### config.mk
export PLATFORM = sky130hd
export DESIGN_NAME = acl_hdr_parser
export DESIGN_NICKNAME = d
export VERILOG_FILES = /design/src/rtl/acl_pkg.sv /design/src/rtl/acl_key_slot.sv /design/src/rtl/acl_hdr_parser.sv
export SDC_FILE = /design/constraint.sdc
export NUM_CORES = 1
export LEC_CHECK = 0
export BUFFER_PORTS_ARGS = -buffer_cell sky130_fd_sc_hd__buf_2
export CORE_MARGIN = 3
export CORE_UTILIZATION = 35
export CTS_CLUSTER_SIZE = 10
export DETAILED_ROUTE_END_ITERATION = 8
export GPL_TIMING_DRIVEN = 0
export PLACE_DENSITY = 0.53
export SLEW_MARGIN = 15
export SYNTH_ARGS = -nofsm -noshare
export SYNTH_HDL_FRONTEND = slang
export SYNTH_SLANG_ARGS = --single-unit
### constraint.sdc
create_clock -name clk -period 3 [get_ports clk]
set_input_delay 0.3 -clock clk [delete_from_list [all_inputs] [get_ports clk]]
set_output_delay 0.3 -clock clk [all_outputs]
set_load 0.01 [all_outputs]
### src/rtl/acl_pkg.sv
// Shared definitions for the ACL header parser: Ethernet/IPv4 byte offsets,
// protocol constants, the lookup key layout and the parser state encoding.
package acl_pkg;

    // Offsets of an untagged frame; a VLAN tag pushes everything from 12 by VLAN_SHIFT.
    localparam int OFF_ETYPE    = 12;
    localparam int OFF_VIHL     = 14;
    localparam int OFF_PROTO    = 23;
    localparam int OFF_SRC_IP   = 26;
    localparam int OFF_DST_IP   = 30;
    localparam int OFF_SRC_PORT = 34;
    localparam int OFF_DST_PORT = 36;
    localparam int OFF_HDR_END  = OFF_DST_PORT + 1;
    localparam int VLAN_SHIFT   = 4;

    localparam logic [15:0] ETHERTYPE_IPV4 = 16'h0800;
    localparam logic [15:0] ETHERTYPE_VLAN = 16'h8100;
    localparam logic [7:0]  PROTO_TCP      = 8'd6;
    localparam logic [7:0]  PROTO_UDP      = 8'd17;

    typedef struct packed {
        logic [31:0] src_ip;
        logic [31:0] dst_ip;
        logic [7:0]  proto;
        logic [15:0] src_port;
        logic [15:0] dst_port;
        logic        ipv4;
        logic        l4_valid;
        logic        runt;
    } acl_key_t;

    typedef enum logic [1:0] {
        ST_IDLE = 2'd0,
        ST_HDR  = 2'd1,
        ST_BODY = 2'd2
    } acl_state_e;

    function automatic logic is_l4_proto(input logic [7:0] proto);
        return (proto == PROTO_TCP) || (proto == PROTO_UDP);
    endfunction

endpackage

### src/rtl/acl_key_slot.sv
// Single-entry key register between the parser and the ACL match engine.
// A key transfers on any cycle where valid_o and ready_i are both 1; a load on that same cycle replaces it and keeps valid_o high.
module acl_key_slot
    import acl_pkg::*;
(
    input  logic     clk,
    input  logic     rst,
    input  logic     load_i,
    input  acl_key_t key_i,
    input  logic     ready_i,
    output logic     valid_o,
    output acl_key_t key_o
);

    logic     valid_q, valid_d;
    acl_key_t key_q, key_d;

    always_comb begin
        valid_d = valid_q;
        key_d   = key_q;
        if (load_i) begin
            valid_d = 1'b1;
            key_d   = key_i;
        end else if (valid_q && ready_i) begin
            valid_d = 1'b0;
        end
    end

    always_ff @(posedge clk or negedge rst) begin
        if (!rst) begin
            valid_q <= 1'b0;
            key_q   <= '0;
        end else begin
            valid_q <= valid_d;
            key_q   <= key_d;
        end
    end

    assign valid_o = valid_q;
    assign key_o   = key_q;

endmodule

### src/rtl/acl_hdr_parser.sv
// Forwards FIFO bytes to AXI-stream unchanged while snooping the Ethernet/IPv4
// header into one 5-tuple key per packet. ACL_PARSE_VLAN_EN enables 802.1Q tag skipping.
module acl_hdr_parser
    import acl_pkg::*;
#(
    parameter int DATA_WIDTH = 8,
    parameter int CNT_WIDTH  = 11
) (
    input  logic                  clk,
    input  logic                  rst,
    input  logic [DATA_WIDTH-1:0] i_fifo_data,
    input  logic                  i_fifo_last,
    input  logic                  i_fifo_empty,
    output logic                  o_rd_valid,
    output logic [DATA_WIDTH-1:0] o_txd_tdata,
    output logic                  o_txd_tvalid,
    output logic                  o_txd_tlast,
    input  logic                  i_txd_tready,
    output logic                  o_key_valid,
    input  logic                  i_key_ready,
    output logic [31:0]           o_key_src_ip,
    output logic [31:0]           o_key_dst_ip,
    output logic [7:0]            o_key_proto,
    output logic [15:0]           o_key_src_port,
    output logic [15:0]           o_key_dst_port,
    output logic                  o_key_ipv4,
    output logic                  o_key_l4_valid,
    output logic                  o_key_runt,
    output acl_state_e            o_dbg_state
);

    acl_state_e           state_q, state_d;
    logic [CNT_WIDTH-1:0] cnt_q, cnt_d, cnt_inc, off;
    logic [15:0]          etype_q, etype_d;
    logic [7:0]           vihl_q, vihl_d;
    logic [7:0]           proto_q, proto_d;
    logic [31:0]          sip_q, sip_d;
    logic [31:0]          dip_q, dip_d;
    logic [15:0]          sport_q, sport_d;
    logic [15:0]          dport_q, dport_d;
    logic                 vlan_q, vlan_d;
    logic [7:0]           byte_in;
    logic                 stall, pop, key_load, key_runt, ipv4, l4_valid;
    acl_key_t             key_new, key_cur;

    assign byte_in = i_fifo_data[7:0];

    // A new packet may not start while the previous key is still waiting.
    assign stall        = (state_q == ST_IDLE) && o_key_valid && !i_key_ready;
    assign o_txd_tvalid = rst && !i_fifo_empty && !stall;
    assign o_rd_valid   = o_txd_tvalid && i_txd_tready;
    assign o_txd_tdata  = rst ? i_fifo_data : '0;
    assign o_txd_tlast  = rst && i_fifo_last;
    assign pop          = o_rd_valid;

    assign cnt_inc = (cnt_q == {CNT_WIDTH{1'b1}}) ? cnt_q : cnt_q + CNT_WIDTH'(1);
    assign off     = (vlan_q && (cnt_q >= CNT_WIDTH'(OFF_VIHL)))
                   ? cnt_q - CNT_WIDTH'(VLAN_SHIFT) : cnt_q;

    always_comb begin
        etype_d = etype_q;
        vihl_d  = vihl_q;
        proto_d = proto_q;
        sip_d   = sip_q;
        dip_d   = dip_q;
        sport_d = sport_q;
        dport_d = dport_q;
        vlan_d  = vlan_q;
        if (pop && (state_q == ST_IDLE)) begin
            etype_d = '0;
            vihl_d  = '0;
            proto_d = '0;
            sip_d   = '0;
            dip_d   = '0;
            sport_d = '0;
            dport_d = '0;
            vlan_d  = 1'b0;
        end else if (pop && (state_q == ST_HDR)) begin
            case (int'(off))
                OFF_ETYPE:        etype_d[15:8]  = byte_in;
                OFF_ETYPE + 1:    etype_d[7:0]   = byte_in;
                OFF_VIHL:         vihl_d         = byte_in;
                OFF_PROTO:        proto_d        = byte_in;
                OFF_SRC_IP:       sip_d[31:24]   = byte_in;
                OFF_SRC_IP + 1:   sip_d[23:16]   = byte_in;
                OFF_SRC_IP + 2:   sip_d[15:8]    = byte_in;
                OFF_SRC_IP + 3:   sip_d[7:0]     = byte_in;
                OFF_DST_IP:       dip_d[31:24]   = byte_in;
                OFF_DST_IP + 1:   dip_d[23:16]   = byte_in;
                OFF_DST_IP + 2:   dip_d[15:8]    = byte_in;
                OFF_DST_IP + 3:   dip_d[7:0]     = byte_in;
                OFF_SRC_PORT:     sport_d[15:8]  = byte_in;
                OFF_SRC_PORT + 1: sport_d[7:0]   = byte_in;
                OFF_DST_PORT:     dport_d[15:8]  = byte_in;
                OFF_DST_PORT + 1: dport_d[7:0]   = byte_in;
                default: ;
            endcase
`ifdef ACL_PARSE_VLAN_EN
            if ((int'(cnt_q) == OFF_ETYPE + 1) && ({etype_q[15:8], byte_in} == ETHERTYPE_VLAN)) begin
                vlan_d = 1'b1;
            end
`endif
        end
    end

    // The key is built from the next-state captures so byte 37 itself is included.
    always_comb begin
        ipv4     = (etype_d == ETHERTYPE_IPV4) && (vihl_d[7:4] == 4'd4);
        l4_valid = ipv4 && (vihl_d[3:0] == 4'd5) && is_l4_proto(proto_d);
        key_new          = '0;
        key_new.ipv4     = ipv4;
        key_new.l4_valid = l4_valid;
        key_new.runt     = key_runt;
        if (ipv4) begin
            key_new.src_ip = sip_d;
            key_new.dst_ip = dip_d;
            key_new.proto  = proto_d;
        end
        if (l4_valid) begin
            key_new.src_port = sport_d;
            key_new.dst_port = dport_d;
        end
    end

    always_comb begin
        state_d  = state_q;
        cnt_d    = cnt_q;
        key_load = 1'b0;
        key_runt = 1'b0;
        case (state_q)
            ST_IDLE: begin
                if (pop) begin
                    if (i_fifo_last) begin
                        key_load = 1'b1;
                        key_runt = 1'b1;
                    end else begin
                        state_d = ST_HDR;
                        cnt_d   = CNT_WIDTH'(1);
                    end
                end
            end
            ST_HDR: begin
                if (pop) begin
                    if (int'(off) == OFF_HDR_END) begin
                        key_load = 1'b1;
                        state_d  = i_fifo_last ? ST_IDLE : ST_BODY;
                        cnt_d    = i_fifo_last ? '0 : cnt_inc;
                    end else if (i_fifo_last) begin
                        key_load = 1'b1;
                        key_runt = 1'b1;
                        state_d  = ST_IDLE;
                        cnt_d    = '0;
                    end else begin
                        cnt_d = cnt_inc;
                    end
                end
            end
            ST_BODY: begin
                if (pop) begin
                    if (i_fifo_last) begin
                        state_d = ST_IDLE;
                        cnt_d   = '0;
                    end else begin
                        cnt_d = cnt_inc;
                    end
                end
            end
            default: state_d = ST_IDLE;
        endcase
    end

    always_ff @(posedge clk or negedge rst) begin
        if (!rst) begin
            state_q <= ST_IDLE;
            cnt_q   <= '0;
            etype_q <= '0;
            vihl_q  <= '0;
            proto_q <= '0;
            sip_q   <= '0;
            dip_q   <= '0;
            sport_q <= '0;
            dport_q <= '0;
            vlan_q  <= 1'b0;
        end else begin
            state_q <= state_d;
            cnt_q   <= cnt_d;
            etype_q <= etype_d;
            vihl_q  <= vihl_d;
            proto_q <= proto_d;
            sip_q   <= sip_d;
            dip_q   <= dip_d;
            sport_q <= sport_d;
            dport_q <= dport_d;
            vlan_q  <= vlan_d;
        end
    end

    acl_key_slot u_key_slot (
        .clk     (clk),
        .rst     (rst),
        .load_i  (key_load),
        .key_i   (key_new),
        .ready_i (i_key_ready),
        .valid_o (o_key_valid),
        .key_o   (key_cur)
    );

    assign o_key_src_ip   = key_cur.src_ip;
    assign o_key_dst_ip   = key_cur.dst_ip;
    assign o_key_proto    = key_cur.proto;
    assign o_key_src_port = key_cur.src_port;
    assign o_key_dst_port = key_cur.dst_port;
    assign o_key_ipv4     = key_cur.ipv4;
    assign o_key_l4_valid = key_cur.l4_valid;
    assign o_key_runt     = key_cur.runt;
    assign o_dbg_state    = state_q;

endmodule

== After elaboration in Yosys (flattened, before gate mapping) ==
Index checks and enable logic that the tools add are counted.

* Register bits: 249
* Bits of input ports: 14
* Output and inout port bits: 121

* Add/subtract/negate cells: 1
* Eq/ne operators: 31
* Multiplexer cells: 57
* Reductions and logical operators: 22

{| class="wikitable"
|+ Operator list
! operator !! number
|-
| 8-bit 2-to-1 mux || 21
|-
| 32-bit 2-to-1 mux || 5
|-
| 16-bit 2-to-1 mux || 6
|-
| 11-bit by 5-bit equality test with 1-bit output (second input constant) || 7
|-
| 72-bit 2-to-1 mux || 1
|-
| 11-bit by 6-bit equality test with 1-bit output (second input constant) || 6
|-
| 11-bit 2-to-1 mux || 5
|-
| 11-bit by 4-bit equality test with 1-bit output (second input constant) || 3
|-
| 11-bit one-hot mux with 2 select lines || 1
|-
| 16-bit by 12-bit equality test with 1-bit output (second input constant) || 1
|-
| 2-bit 2-to-1 mux || 7
|-
| 1-bit logical AND || 12
|-
| 11-bit by 1-bit adder with 11-bit output (second input constant) || 1
|-
| 11-bit equality test (second input constant) || 1
|-
| 11-bit by 7-bit equality test with 1-bit output (second input constant) || 1
|-
| 4-bit by 3-bit equality test with 1-bit output (second input constant) || 2
|-
| 8-bit by 3-bit equality test with 1-bit output (second input constant) || 1
|-
| 8-bit by 5-bit equality test with 1-bit output (second input constant) || 1
|-
| 1-bit 2-to-1 mux || 8
|-
| 2-bit != test (second input constant) || 4
|-
| 2-bit one-hot mux with 3 select lines || 1
|-
| 5-bit AND reduction || 1
|-
| 1-bit one-hot mux with 2 select lines || 2
|-
| 4-bit AND reduction || 1
|-
| other kinds (10) || 12
|}

== Depth between registers and ports, before layout ==
* Word-level depth: 14
* Depth in mapped cells: 13
* Gate-level depth less buffers: 9

== Hierarchy ==
Synthesis repeated with hierarchy kept, for this count alone.

* Cells, all modules: 1025
* Area, all modules: 11727.5 um^2

{| class="wikitable"
|+ By module, submodules not included
! module !! instances !! cells an instance !! area each (um^2) !! sequential area each (um^2)
|-
| acl_hdr_parser || 1 || 796 || 7652.3 || 3528.4
|-
| acl_key_slot || 1 || 229 || 4075.2 || 2702.6
|}

== Worst setup path before layout ==
Ideal clock, no wire load.

* Kind: register -> register
* From: register state_q[1] (netlist: o_dbg_state[1])
* To: register u_key_slot.key_q, in the netlist u_key_slot.key_o[19]
* Arrival time: 2.609 ns
* Setup slack: 0.255 ns
* Stages on the path, launching flop included: 13
* Path buffers: 4
* Period minus slack after synthesis: 2.745 ns
* Path through: dfrtp_1 inv_1 ha_1 buf_2 nor4b_4 and3_1 buf_4 and3_1 buf_6 mux2_4 nand4b_4 clkbuf_1 o21ai_0

* Word-level cells in the longest chain between the ends: 14
* Elaborated cells on any way between the ends: 30
* Those cells by class: eq/ne: 6; mux: 12; reduce/logical: 12

{| class="wikitable"
|+ RTL lines
! what !! line !! text
|-
| from (decl) || acl_hdr_parser.sv:32 || <nowiki>acl_state_e state_q, state_d;</nowiki>
|-
| from (signal assigned) || acl_hdr_parser.sv:185 || <nowiki>state_q <= state_d;</nowiki>
|-
| 2-bit logical NOT || acl_hdr_parser.sv:49, acl_hdr_parser.sv:69, acl_hdr_parser.sv:130 ||
|-
| 1-bit logical AND (2 in a row) || acl_hdr_parser.sv:49 || <nowiki>assign stall = (state_q == ST_IDLE) && o_key_valid && !i_key_ready;</nowiki>
|-
| 1-bit logical NOT || acl_hdr_parser.sv:50 || <nowiki>assign o_txd_tvalid = rst && !i_fifo_empty && !stall;</nowiki>
|-
| 1-bit logical AND || acl_hdr_parser.sv:50 ||
|-
| 1-bit logical AND || acl_hdr_parser.sv:51 || <nowiki>assign o_rd_valid = o_txd_tvalid && i_txd_tready;</nowiki>
|-
| 1-bit logical AND || acl_hdr_parser.sv:78 || <nowiki>end else if (pop && (state_q == ST_HDR)) begin</nowiki>
|-
| 16-bit 2-to-1 mux / 8-bit 2-to-1 mux (equally long branches) || acl_hdr_parser.sv:78 ||
|-
| 16-bit 2-to-1 mux / 8-bit 2-to-1 mux (equally long branches) || acl_hdr_parser.sv:69 || <nowiki>if (pop && (state_q == ST_IDLE)) begin</nowiki>
|-
| 16-bit by 12-bit equality test with 1-bit output / 4-bit by 3-bit equality test with 1-bit output (equally long branches) || acl_hdr_parser.sv:108 || <nowiki>ipv4 = (etype_d == ETHERTYPE_IPV4) && (vihl_d[7:4] == 4'd4);</nowiki>
|-
| 1-bit logical AND || acl_hdr_parser.sv:108 ||
|-
| 1-bit logical AND (2 in a row) || acl_hdr_parser.sv:109 || <nowiki>l4_valid = ipv4 && (vihl_d[3:0] == 4'd5) && is_l4_proto(proto_d);</nowiki>
|-
| 32-bit 2-to-1 mux || acl_hdr_parser.sv:119 || <nowiki>if (l4_valid) begin</nowiki>
|-
| to (signal assigned) || acl_key_slot.sv:35 || <nowiki>key_q <= key_d;</nowiki>
|-
| to (decl) || acl_key_slot.sv:16 || <nowiki>acl_key_t key_q, key_d;</nowiki>
|}

Parallel ways exist; a longest one is shown, timed or not.
A chain may end at the register's enable or synchronous reset.

== Worst setup path after layout ==
* From: input port rst
* To: register u_key_slot.key_q, in the netlist u_key_slot.key_o[31]

* Word-level cells in the longest chain between the ends: 11
* Elaborated cells on any way between the ends: 26
* Those cells by class: eq/ne: 5; mux: 12; reduce/logical: 9

{| class="wikitable"
|+ RTL lines
! what !! line !! text
|-
| from (decl) || acl_hdr_parser.sv:10 || <nowiki>input logic rst,</nowiki>
|-
| 1-bit logical AND (*) (2 in a row) || acl_hdr_parser.sv:50 ||
|-
| 1-bit logical AND (*) || acl_hdr_parser.sv:51 ||
|-
| 1-bit logical AND || acl_hdr_parser.sv:78 ||
|-
| 16-bit 2-to-1 mux / 8-bit 2-to-1 mux (equally long branches) || acl_hdr_parser.sv:78 ||
|-
| 16-bit 2-to-1 mux / 8-bit 2-to-1 mux (equally long branches) || acl_hdr_parser.sv:69 ||
|-
| 16-bit by 12-bit equality test with 1-bit output / 4-bit by 3-bit equality test with 1-bit output (equally long branches) || acl_hdr_parser.sv:108 ||
|-
| 1-bit logical AND || acl_hdr_parser.sv:108 ||
|-
| 1-bit logical AND (2 in a row) || acl_hdr_parser.sv:109 ||
|-
| 32-bit 2-to-1 mux || acl_hdr_parser.sv:119 ||
|}

Mark *: on every way between the ends. The rest lies on a longest branch, timed or not.

==> summary.md <==
| Metric | Value |
|---|---|
| Outcome | completed |
| # nets final | between 1000 and 1500 |
| CP Max Fanout | 10 |
| Final ANT Viol Nets | 0 |
| DRT iter0 DRCs | ~960 |
| Period utilization | roughly 100% |
| Post-synth EDFFs | 0 |
| HP Class | input pin to flop |
| Die Y | 192 um |
| Data required time at the worst endpoint | 3.44 ns |
| Final Critical Period | slightly below 3 ns |
| Top-area cell type share of the netlist area | between 50% and 60% |
| Syn_area_per_cell | a little under 10 um2 |
| Gp weighted congestion | 0.862 |
| Asr flop ratio synth | 100% |
| Post-Synthesis Cells | roughly 1300 |
| Synth-to-Final Area Change | 23.5% |
| Initial antenna violation count | 0 |
| Overflow after GRT | 0 |
| Synth area leaders | dfrtp_1, nand2_1, o31ai_2 |
| Sequential area share after synthesis | 51.4% |
| Max-cap viol count | 0 |
| Synth warn | 0 |
| Die width | roughly 190 um |
| Placed inst area | around 13000 um2 |
| CTS tree | done |
| Worst EP arrival | around 3.4 ns |
| Clock insertion delay at the later pin of the skew report | 0.55 ns |
| Worst R2R Setup Slack | 0.17 ns |
| WS Path Type | input pin to flop |
| Clock Tree Buf Depth | 3 |
| Element type at the critical path start | input pin |
| Critical Path Sink Type | flop |
| Drt drc | 0 |
| Vias in the first global route | roughly 10000 |
| Initial core utilization | a little over a third |
| Synth Register Bits | roughly 250 |
| Fmax | roughly 340 MHz |
| Unique cell type count in the Yosys netlist | between 50 and 60 |
| Most frequent cells in the layout | dfrtp_1, nand2_1, buf_2, o21ai_0, nand4_1 |
| Boundary pin count | 135 |
| Via count | ~10000 |
| Clk slew on worst S/H paths | ~0.060 ns |
| RSZ-0062 raised after global routing | true |
| Slew margin rel. | ~28% |
| Routed WL | approximately 40000 um |
| Maximum vdd ir drop | a little under 400 uV |
| Root buf cell | clkbuf_16 |
| Total die area | between 30000 and 40000 um2 |
| # diodes | 0 |
| CTS Buf Count | 29 |
| # port buffers | roughly 130 |
| Pwr dens | 491 nW/um2 |
| R2R Path End | u_key_slot.key_o[13]$_DFFE_PN0P_ |
| Area leader, netlist | dfrtp_1 |
| Pin count of the biggest net entering global routing | 82 |
| Core Footprint | roughly 34000 um2 |
| H-tree levels | 1 |
| WL per Instance | around 21 um |
| Final std cells w/o fill | around 1900 |
| Area of the mapped netlist | around 12000 um2 |
| Row count | 67 |
| Net Count, Synth | ~1300 |
| First-pass iteration count of the detailed router | 5 |
| Min-delay src | i_key_ready |
| # setup viols final | 0 |
| Pins Over Slew Limit | 0 |
| Final Instance Area | ~15000 um2 |
| FF-to-FF Start | o_dbg_state[1]$_DFFE_PN0P_ |
| Endpoint, Worst Hold | u_key_slot.valid_o$_DFFE_PN0P_ |
| Top_reg_cell synth | dfrtp_1 |
| Layout cells sized above 1 | 27.8% |
| Num Clock Sinks | roughly 250 |
| Slew @ Worst Pin | around 1.1 ns |
| Dpl hpwl | between 20000 and 30000 um |
| Vias per Instance | ~5.5 |
| Hold Path Depth | 3 |
| P_leak | approximately 7.4 nW |
| Setup Skew | approximately 0.011 ns |
| FF-to-FF path depth | 13 |
| Tot GR Track Use | a little over a fifth |
| Global-route wire length before repair | between 60000 and 70000 um |
| Placed Cells | ~1800 |
| Final Hold Vio Count | 0 |
| Commonest non-fill, non-tap cell in the layout | dfrtp_1 |
## critical path, cell delays in order
cell           delay [ns]
dlygate4sd3_1        0.56
buf_8                0.18
buf_16               0.13
and3b_1              0.20
buf_2                0.22
and3_1               0.24
clkbuf_1             0.48
clkbuf_1             0.69
a221oi_1             0.11
nand4_1              0.16
o21ai_1              0.07
## through the flow
stage	hold WS, ns	power (mW)	utilization [%]	setup slack, ns	setup TNS (ns)
after floorplan	0.00441	3.85	-	0.255	0
after global placement	0.457	4.17	39.4	-4.93	-1933.86
after detailed placement	0.325	4.19	39.6	-1.18	-159.69
after CTS	0.0969	7.42	43.3	0.0185	0
after global routing	0.128	7.66	44.3	-0.00179	-0.00179
final	0.120	7.37	44.3	0.0774	0
## per-layer routing
metal	track usage (%)	vias to the layer above	part of all wire (%)
li1	-	4786	-
met3	3.89	76	6.5
met1	30.8	5123	46
met5	0	-	0
met2	33.9	339	45
met4	5.60	0	2.5
## state kept, by name (all words and copies together) (netlist names)
signal / flops
u_key_slot.key_o: 107
dip_q: 32
sip_q: 32
dport_q: 16
etype_q: 16
sport_q: 16
cnt_q: 11
proto_q: 8
vihl_q: 8
o_dbg_state: 2
u_key_slot.valid_o: 1
## timing repair
item,4_1_cts,5_1_grt
endpoints found under the hold margin,71,0
cloned,2,0
hold buffers,5,0
resized for setup,50,68
setup endpoints to repair,161,134
pin swaps,5,11
setup buffers,14,12
## synth_stat cells (all sizes together) (3+ instances only)
cell / instances
a21o: 10
a21oi: 65
a221oi: 24
a22oi: 9
and2: 18
and3: 9
buf: 47
clkbuf: 75
dfrtp: 249
ha: 8
inv: 61
mux2: 46
mux2i: 10
nand2: 229
nand2b: 3
nand3: 52
nand4: 78
nor2: 26
nor2b: 3
nor3: 9
nor4: 4
nor4b: 3
o211ai: 8
o21ai: 114
o31ai: 62
o41ai: 4
## power breakdown
| group | leakage [nW] | switching, mW | internal [mW] |
|---|---|---|---|
| sequential | 3.47 | 0.0302 | 3.38 |
| clock | 0.394 | 1.35 | 1.81 |
| combinational | 3.56 | 0.581 | 0.212 |
| total | 7.42 | 1.96 | 5.41 |
## worst max-delay path by stage
stage | startpoint | to
after CTS | cnt_q[2]$_DFFE_PN0P_ | u_key_slot.key_o[35]$_DFFE_PN0P_
after floorplan | o_dbg_state[1]$_DFFE_PN0P_ | u_key_slot.key_o[19]$_DFFE_PN0P_
after global routing | rst | u_key_slot.key_o[31]$_DFFE_PN0P_
after global placement | rst | u_key_slot.key_o[33]$_DFFE_PN0P_
final | rst | u_key_slot.key_o[31]$_DFFE_PN0P_
after detailed placement | rst | u_key_slot.key_o[70]$_DFFE_PN0P_
## kinds of logic after synthesis
group / after synthesis / synth area share, %
AO/OA/AOI/OAI: 305 / 17.6
flip-flops: 249 / 51.4
AND/OR/NAND/NOR: 449 / 18.4
multiplexers: 56 / 5.16
buffers and inverters: 183 / 6.67
adder cells (fa/ha/maj): 8 / 0.825
## final cells by class
cell class | count | area (um2)
Sequential cell | 249 | 6230
Clock inverter | 1 | 8.76
Clock buffer | 36 | 792
Inverter | 61 | 229
Tap cell | 448 | 561
Buffer | 115 | 661
Timing Repair Buffer | 166 | 1120
Multi-Input combinational cell | 818 | 5390
Fill cell | 3331 | 18900
Note: power is estimated with default switching activity, not from simulation.
